<file path="src/rtl/wb_arbiter_pkg.sv">
// Shared CPU constants for the write-back arbiter.
// Requester indices and round-robin priority encodings.
package wb_arbiter_pkg;

    localparam int REQ_ALU = 0;
    localparam int REQ_LD  = 1;
    localparam int REQ_MD  = 2;

    localparam logic [0:0] PRI_LD = 1'b0;
    localparam logic [0:0] PRI_MD = 1'b1;

endpackage

</file>
<file path="src/rtl/wb_arbiter_if.sv">
// Write-back requester, register-file write and scoreboard signals.
// The arbiter takes the slave side; requesters/decode take master.
interface wb_arbiter_if;

    logic        alu_valid;
    logic [4:0]  alu_addr;
    logic [31:0] alu_data;

    logic        ld_valid;
    logic [4:0]  ld_addr;
    logic [31:0] ld_data;
    logic        ld_ready;

    logic        md_valid;
    logic [4:0]  md_addr;
    logic [31:0] md_data;
    logic        md_ready;

    logic        fg_write;
    logic [4:0]  write_addr;
    logic [31:0] write_data;

    logic        sb_set;
    logic [4:0]  sb_addr;

    logic [4:0]  chk_addr1;
    logic [4:0]  chk_addr2;
    logic        busy1;
    logic        busy2;

    modport slave (
        input  alu_valid, alu_addr, alu_data,
        input  ld_valid, ld_addr, ld_data,
        output ld_ready,
        input  md_valid, md_addr, md_data,
        output md_ready,
        output fg_write, write_addr, write_data,
        input  sb_set, sb_addr,
        input  chk_addr1, chk_addr2,
        output busy1, busy2
    );

    modport master (
        output alu_valid, alu_addr, alu_data,
        output ld_valid, ld_addr, ld_data,
        input  ld_ready,
        output md_valid, md_addr, md_data,
        input  md_ready,
        input  fg_write, write_addr, write_data,
        output sb_set, sb_addr,
        output chk_addr1, chk_addr2,
        input  busy1, busy2
    );

endinterface

</file>
<file path="src/rtl/wb_scoreboard.sv">
// Pending-write scoreboard: one bit per register, x0 never pending.
// A set and a clear to the same register in one cycle leaves it set.
module wb_scoreboard (
    input  logic       clk,
    input  logic       rst,
    input  logic       set_en,
    input  logic [4:0] set_addr,
    input  logic       clr_en,
    input  logic [4:0] clr_addr,
    input  logic [4:0] chk_addr1,
    input  logic [4:0] chk_addr2,
    output logic       busy1,
    output logic       busy2
);

    logic [31:0] pending;
    logic [31:0] set_mask;
    logic [31:0] clr_mask;

    always_comb begin
        set_mask = '0;
        clr_mask = '0;
        if (set_en) set_mask[set_addr] = 1'b1;
        if (clr_en) clr_mask[clr_addr] = 1'b1;
    end

    always_ff @(posedge clk) begin
        if (rst) begin
            pending <= '0;
        end else begin
            pending <= ((pending & ~clr_mask) | set_mask) & ~32'd1;
        end
    end

    assign busy1 = pending[chk_addr1];
    assign busy2 = pending[chk_addr2];

endmodule

</file>
<file path="src/rtl/wb_arbiter.sv">
// Write-back arbiter: ALU has fixed priority, LOAD/MULDIV share the
// port round-robin; the winner is registered onto the write port.
module wb_arbiter
    import wb_arbiter_pkg::*;
#(
    parameter int NREQ = 3
) (
    input logic         clk,
    input logic         rst,
    wb_arbiter_if.slave bus
);

    logic [0:0]      state;
    logic [NREQ-1:0] grant;
    logic            ld_win;
    logic            md_win;
    logic [4:0]      wr_addr;
    logic [31:0]     wr_data;
    logic            wr_en;
    logic            clr_en;

    logic            fg_write_q;
    logic [4:0]      write_addr_q;
    logic [31:0]     write_data_q;

    assign ld_win = (state == PRI_LD) || !bus.md_valid;
    assign md_win = (state == PRI_MD) || !bus.ld_valid;

    always_comb begin
        grant = '0;
        if (!rst) begin
            grant[REQ_ALU] = bus.alu_valid;
            if (!bus.alu_valid) begin
                grant[REQ_LD] = bus.ld_valid && ld_win;
                grant[REQ_MD] = bus.md_valid && md_win;
            end
        end
    end

    assign bus.ld_ready = grant[REQ_LD];
    assign bus.md_ready = grant[REQ_MD];

    always_comb begin
        wr_addr = '0;
        wr_data = '0;
        if (grant[REQ_ALU]) begin
            wr_addr = bus.alu_addr;
            wr_data = bus.alu_data;
        end else if (grant[REQ_LD]) begin
            wr_addr = bus.ld_addr;
            wr_data = bus.ld_data;
        end else if (grant[REQ_MD]) begin
            wr_addr = bus.md_addr;
            wr_data = bus.md_data;
        end
    end

    // Writes to x0 are accepted but never reach the register file.
    assign wr_en  = (|grant) && (wr_addr != 5'd0);
    assign clr_en = grant[REQ_LD] || grant[REQ_MD];

    always_ff @(posedge clk) begin
        if (rst) begin
            fg_write_q   <= 1'b0;
            write_addr_q <= '0;
            write_data_q <= '0;
            state        <= PRI_LD;
        end else begin
            fg_write_q <= wr_en;
            if (wr_en) begin
                write_addr_q <= wr_addr;
                write_data_q <= wr_data;
            end
            if (grant[REQ_LD]) begin
                state <= PRI_MD;
            end else if (grant[REQ_MD]) begin
                state <= PRI_LD;
            end
        end
    end

    assign bus.fg_write   = fg_write_q;
    assign bus.write_addr = write_addr_q;
    assign bus.write_data = write_data_q;

    wb_scoreboard u_sb (
        .clk       (clk),
        .rst       (rst),
        .set_en    (bus.sb_set),
        .set_addr  (bus.sb_addr),
        .clr_en    (clr_en),
        .clr_addr  (wr_addr),
        .chk_addr1 (bus.chk_addr1),
        .chk_addr2 (bus.chk_addr2),
        .busy1     (bus.busy1),
        .busy2     (bus.busy2)
    );

endmodule

</file>
<file path="src/flat_wrapper.sv">
// flat-port wrapper written by rule: the top's interface ports become plain ports
module wb_arbiter_flat import wb_arbiter_pkg::*;
#(
    parameter int NREQ = 3
)
  (clk, rst, bus_alu_valid, bus_alu_addr, bus_alu_data, bus_ld_valid, bus_ld_addr, bus_ld_data, bus_ld_ready, bus_md_valid, bus_md_addr, bus_md_data, bus_md_ready, bus_fg_write, bus_write_addr, bus_write_data, bus_sb_set, bus_sb_addr, bus_chk_addr1, bus_chk_addr2, bus_busy1, bus_busy2);
  wb_arbiter_if bus_i ();
  input logic clk;
  input logic rst;
  input wire logic [$bits(bus_i.alu_valid)-1:0] bus_alu_valid;
  input wire logic [$bits(bus_i.alu_addr)-1:0] bus_alu_addr;
  input wire logic [$bits(bus_i.alu_data)-1:0] bus_alu_data;
  input wire logic [$bits(bus_i.ld_valid)-1:0] bus_ld_valid;
  input wire logic [$bits(bus_i.ld_addr)-1:0] bus_ld_addr;
  input wire logic [$bits(bus_i.ld_data)-1:0] bus_ld_data;
  output wire logic [$bits(bus_i.ld_ready)-1:0] bus_ld_ready;
  input wire logic [$bits(bus_i.md_valid)-1:0] bus_md_valid;
  input wire logic [$bits(bus_i.md_addr)-1:0] bus_md_addr;
  input wire logic [$bits(bus_i.md_data)-1:0] bus_md_data;
  output wire logic [$bits(bus_i.md_ready)-1:0] bus_md_ready;
  output wire logic [$bits(bus_i.fg_write)-1:0] bus_fg_write;
  output wire logic [$bits(bus_i.write_addr)-1:0] bus_write_addr;
  output wire logic [$bits(bus_i.write_data)-1:0] bus_write_data;
  input wire logic [$bits(bus_i.sb_set)-1:0] bus_sb_set;
  input wire logic [$bits(bus_i.sb_addr)-1:0] bus_sb_addr;
  input wire logic [$bits(bus_i.chk_addr1)-1:0] bus_chk_addr1;
  input wire logic [$bits(bus_i.chk_addr2)-1:0] bus_chk_addr2;
  output wire logic [$bits(bus_i.busy1)-1:0] bus_busy1;
  output wire logic [$bits(bus_i.busy2)-1:0] bus_busy2;
  assign bus_i.alu_valid = bus_alu_valid;
  assign bus_i.alu_addr = bus_alu_addr;
  assign bus_i.alu_data = bus_alu_data;
  assign bus_i.ld_valid = bus_ld_valid;
  assign bus_i.ld_addr = bus_ld_addr;
  assign bus_i.ld_data = bus_ld_data;
  assign bus_ld_ready = bus_i.ld_ready;
  assign bus_i.md_valid = bus_md_valid;
  assign bus_i.md_addr = bus_md_addr;
  assign bus_i.md_data = bus_md_data;
  assign bus_md_ready = bus_i.md_ready;
  assign bus_fg_write = bus_i.fg_write;
  assign bus_write_addr = bus_i.write_addr;
  assign bus_write_data = bus_i.write_data;
  assign bus_i.sb_set = bus_sb_set;
  assign bus_i.sb_addr = bus_sb_addr;
  assign bus_i.chk_addr1 = bus_chk_addr1;
  assign bus_i.chk_addr2 = bus_chk_addr2;
  assign bus_busy1 = bus_i.busy1;
  assign bus_busy2 = bus_i.busy2;
  wb_arbiter #(.NREQ(NREQ)) u_core (.clk(clk), .rst(rst), .bus(bus_i));
endmodule
</file>
<file path="config.mk">
export PLATFORM = sky130hd
export DESIGN_NAME = wb_arbiter_flat
export DESIGN_NICKNAME = d
export VERILOG_FILES = /design/src/rtl/wb_arbiter_pkg.sv /design/src/rtl/wb_arbiter_if.sv /design/src/rtl/wb_scoreboard.sv /design/src/rtl/wb_arbiter.sv /design/src/flat_wrapper.sv
export SDC_FILE = /design/constraint.sdc
export NUM_CORES = 1
export LEC_CHECK = 0
export CORE_ASPECT_RATIO = 1.4
export CORE_MARGIN = 5
export CORE_UTILIZATION = 25
export CTS_CLUSTER_DIAMETER = 60
export DETAILED_ROUTE_END_ITERATION = 10
export MAX_ROUTING_LAYER = met4
export SYNTH_ARGS = -nofsm -noshare
export SYNTH_HDL_FRONTEND = slang
export SYNTH_SLANG_ARGS = --single-unit
</file>
<file path="constraint.sdc">
create_clock -name clk -period 5.75 [get_ports clk]
set_clock_uncertainty 0.2 [all_clocks]
set_input_delay 1.15 -clock clk [delete_from_list [all_inputs] [get_ports clk]]
set_output_delay 1.15 -clock clk [all_outputs]
set_load 0.01 [all_outputs]
</file>
# Yosys cells after proc, flatten, opt, wreduce, memory -nomap -nowiden
# Cells that the tools add are included.
# op_classes
order_cmp	6
muxes	20
bitwise	4
reduce_logical	13
# ops
operator	n
$mux W32	5
$and A32 B32 Y32	1
$not A32 Y32	1
$or A32 B32 Y32	1
$lt A5 B6 Y1 const B	4
$mux W5	3
$bmux W1 S5	2
$demux W1 S5	2
$ge A5 B1 Y1 const B	2
$mux W1	6
$logic_and A1 B1 Y1	5
$reduce_bool A5 Y1	1
$logic_or A1 B1 Y1	3
$mux W3	1
$reduce_or A3 Y1	1
$logic_not A1 Y1	2
$mux W2	1
$reduce_bool A2 Y1	1
$not A1 Y1	1
# word_totals
reg_bits	71
in_bits	132
out_inout_bits	42
elab_cells	49

# Depth between registers and ports, before layout
# depth
word_depth	16
mapped_depth	9
mapped_depth_nobuf	6

# Hierarchy
# From an unflattened synthesis, not the netlist that was laid out.
# hier_totals
cells_unflattened	422
hier_area_um2	3696.0
# modules_own_cells
mod	instances	cells_each	area_per_inst_um2	seq_area_each_um2
wb_arbiter	1	193	1876.8	780.7
wb_scoreboard	1	229	1819.2	620.6

# Worst setup path after synthesis
# Ideal clock, no wire load.
# synth_timing
path_kind	input -> output
startpoint	input bus_chk_addr1[0]
endpoint	output bus_busy1
arrival_ps	2855
required_time_ps	4400
setup_slack_ps	1545
stages	4
n_path_buf	1
path_cell_list	clkbuf_1 > mux4_2 > mux4_2 > mux2_2
# synth_between
elab_chain_cells	2
# synth_lines
item	line_no	source
start: declaration	flat_wrapper.sv:26	input wire logic [$bits(bus_i.chk_addr1)-1:0] bus_chk_addr1;
$bmux W1 S5	wb_scoreboard.sv:35	assign busy1 = pending[chk_addr1];
$mux W1 (implied by the code)	wb_scoreboard.sv:35	
end: declaration	flat_wrapper.sv:28	output wire logic [$bits(bus_i.busy1)-1:0] bus_busy1;
# Every way passes these cells. The select of a mux whose other input is x is not followed.

# Final worst setup path
# Ends and elaborated chain as after synthesis.

==> flow_metrics.env <==
export IMPL_overflow=0
export IMPL_p_leak_uw=0.00194
export IMPL_synth_area_leader_cell="dfxtp_1"
export IMPL_final_max_slew_viol_count=0
export IMPL_switchingPower_uw=383
export IMPL_drt_iter0_drc=271
export IMPL_numCtsBuffers=9
export IMPL_cap_violations=0
export IMPL_cts_tree="yes"
export IMPL_max_slew_margin=0.294
export IMPL_pre_cts_slack_ns=0.599
export IMPL_routabilityCongestion=0.880
export IMPL_crit_arrival_ns=3.78
export IMPL_vias=4080
export IMPL_pin_count=174
export IMPL_postLayoutSetupSlackWorst_ns=0.625
export IMPL_die_y_um=156
export IMPL_drc_errors=0
export IMPL_ys_warnings_count=0
export IMPL_synth_edff_count=0
export IMPL_async_flop_share=0
export IMPL_worstPathRequired_ns=4.40
export IMPL_cts_path_max_buffers=2
export IMPL_crit_path_start_kind="primary input"
export IMPL_ys_seq_area_frac=0.366
export IMPL_hpwl_mm=11.0
export IMPL_fin_crit_ns=5.13
export IMPL_clock_root_buffer="clkbuf_16"
export IMPL_synth_area_per_cell_sq_um=9.55
export IMPL_nFillCells=1520
export IMPL_rsz0062_at_grt="false"
export IMPL_layout_common_cells="clkdlybuf4s50_1 (172), dfxtp_1 (70), o21ai_0 (45)"
export IMPL_clk_pin_slew_ns=0.06
export IMPL_worstSetupPathType="in -> out"
export IMPL_hold_path_class="reg -> reg"
export IMPL_core_sq_um=15100
export IMPL_placed_area_sq_um=5680
export IMPL_syn_inst=401
export IMPL_cp_end_kind="output pin"
export IMPL_diodes=0
export IMPL_finalSetupViolCount=0
export IMPL_dr_pass1_iters=5
export IMPL_viasPerCell=5.43
export IMPL_syn_nets=533
export IMPL_track_usage=0.165
export IMPL_synth_area_sq_um=3830
export IMPL_final_common_cell="clkdlybuf4s50_1"
export IMPL_drt_total_wl_mm=14.4
export IMPL_fin_nets=687
export IMPL_htree_levels=3
export IMPL_area_growth_pct=55.4
export IMPL_grt_pass1_wl_mm=22.4
export IMPL_finalSetupTns_ns=0
export IMPL_io_buffers=173
export IMPL_rows=53
export IMPL_fp_dieW_um=115
export IMPL_grt_max_degree=44
export IMPL_power_density_nw_per_um2=233
export IMPL_antenna_found_initial=0
export IMPL_ant_nets=0
export IMPL_internal_power_uw=1010
export IMPL_worst_slew_pin_slew_ns=1.06
export IMPL_power_share_sequential=0.386
export IMPL_clkLatencyLatePin_ns=0.33
export IMPL_post_route_period_util=0.891
export IMPL_outcome="complete, no violations"
export IMPL_synth_area_top_cells="dfxtp_1 (37%), mux4_2 (11%), a222oi_1 (8.4%)"
export IMPL_cts_setup_buffers=0
export IMPL_cts_resized_gates=0
export IMPL_hold_viol_final=0
export IMPL_clock_sinks=70
export IMPL_synthFlopType="dfxtp_1"
export IMPL_grt_pass1_vias=4320
export IMPL_p_clk_frac=0.367
export IMPL_drive_gt1_frac=0.134
export IMPL_sw_frac_of_total=0.276
export IMPL_wl_per_cell_um=19.1
export IMPL_yosysTopAreaCellShare=0.366
export IMPL_final_area_sq_um=5950
export IMPL_power_uw=1390
export IMPL_synth_seq_cells=70
export IMPL_start_util=0.254
export IMPL_combPwrFrac=0.247
export IMPL_max_freq_mhz=195
export IMPL_irDropWorstVdd_mv=0.111
export IMPL_synthDistinctLibCells=38
export IMPL_die_area_sq_um=17900
export IMPL_cts_hold_buf=0
export IMPL_crit_fanout=9
-- kinds of logic after synthesis --
| logic type | Yosys count | share of synthesized area |
|---|---|---|
| AOI/OAI and AO/OA | 142 | 0.293 |
| and+or+nand+nor | 128 | 0.177 |
| DFF | 70 | 0.366 |
| buffers and inverters | 39 | 0.0461 |
| muxes | 22 | 0.118 |
-- routing by layer --
layer | part of all wire | global-route usage | wire length [um] | up-vias
li1 | - | - | - | 1903
met1 | 0.36 | 0.169 | 5210 | 1927
met2 | 0.52 | 0.289 | 7420 | 210
met3 | 0.076 | 0.0356 | 1100 | 40
met4 | 0.045 | 0.0872 | 654 | 0
met5 | 0 | - | 0 | -
-- layout make-up --
type | count | area (sq um) | area share
clock buffer | 12 | 246 | 0.0414
clock inverter | 4 | 22.5 | 0.00378
inverter | 2 | 7.51 | 0.00126
multi-input combinational | 292 | 2250 | 0.379
sequential | 70 | 1400 | 0.235
tap | 192 | 240 | 0.0404
timing repair buffer | 180 | 1780 | 0.299
-- stage by stage --
step	util	hold WS [ns]	instances
6_report	0.395	0.275	752
5_1_grt	0.395	0.309	752
4_1_cts	0.395	0.282	752
3_5_place_dp	0.378	0.273	736
3_3_place_gp	0.378	0.262	736
2_1_floorplan	-	0.260	401
-- cell usage after synthesis (3+ instances only) --
library cell,count
dfxtp_1,70
o21ai_0,45
nor3_1,33
a222oi_1,32
clkbuf_1,30
nand2_1,26
a211oi_2,21
a21oi_1,19
mux4_2,18
nand3_1,17
nor2b_1,16
a211oi_1,12
nand2b_1,9
nor2_1,6
and3_1,4
mux2_2,4
a31oi_1,3
buf_2,3
buf_6,3
nor3b_1,3
o21bai_1,3
or2_2,3
-- worst max-delay path, cell delays in order --
cell and delay, ns:
clkdlybuf4s50_1 0.80, mux4_2 0.57, mux4_2 0.49, mux2_2 0.27, clkdlybuf4s50_1 0.48
-- power groups by stage --
stage	clock, uW	sequential [uW]	combinational (uW)
after floorplan	0	556	144
after global placement	0	544	343
final	509	536	343
after CTS	522	536	348
after global routing	542	540	370
after detailed placement	0	546	346
-- sequential cells by signal, summed over array words and instances (netlist names) --
register	cells
u_core.bus.write_data	32
u_core.u_sb.pending	31
u_core.bus.write_addr	5
u_core.bus.fg_write	1
u_core.state	1
-- path summary, 6_finish.rpt --
path                                  from                   endpoint  slack, ns  cells after the start
setup / recovery          bus_chk_addr1[0]                  bus_busy1       0.62                      5
hold / removal    u_core.bus.write_addr[1]   u_core.bus.write_addr[1]       0.28                      2
setup reg to reg              u_core.state  u_core.bus.write_data[28]       2.42                      8
hold reg to reg   u_core.bus.write_addr[1]   u_core.bus.write_addr[1]       0.28                      2
Power figures use the tool's default switching activity.
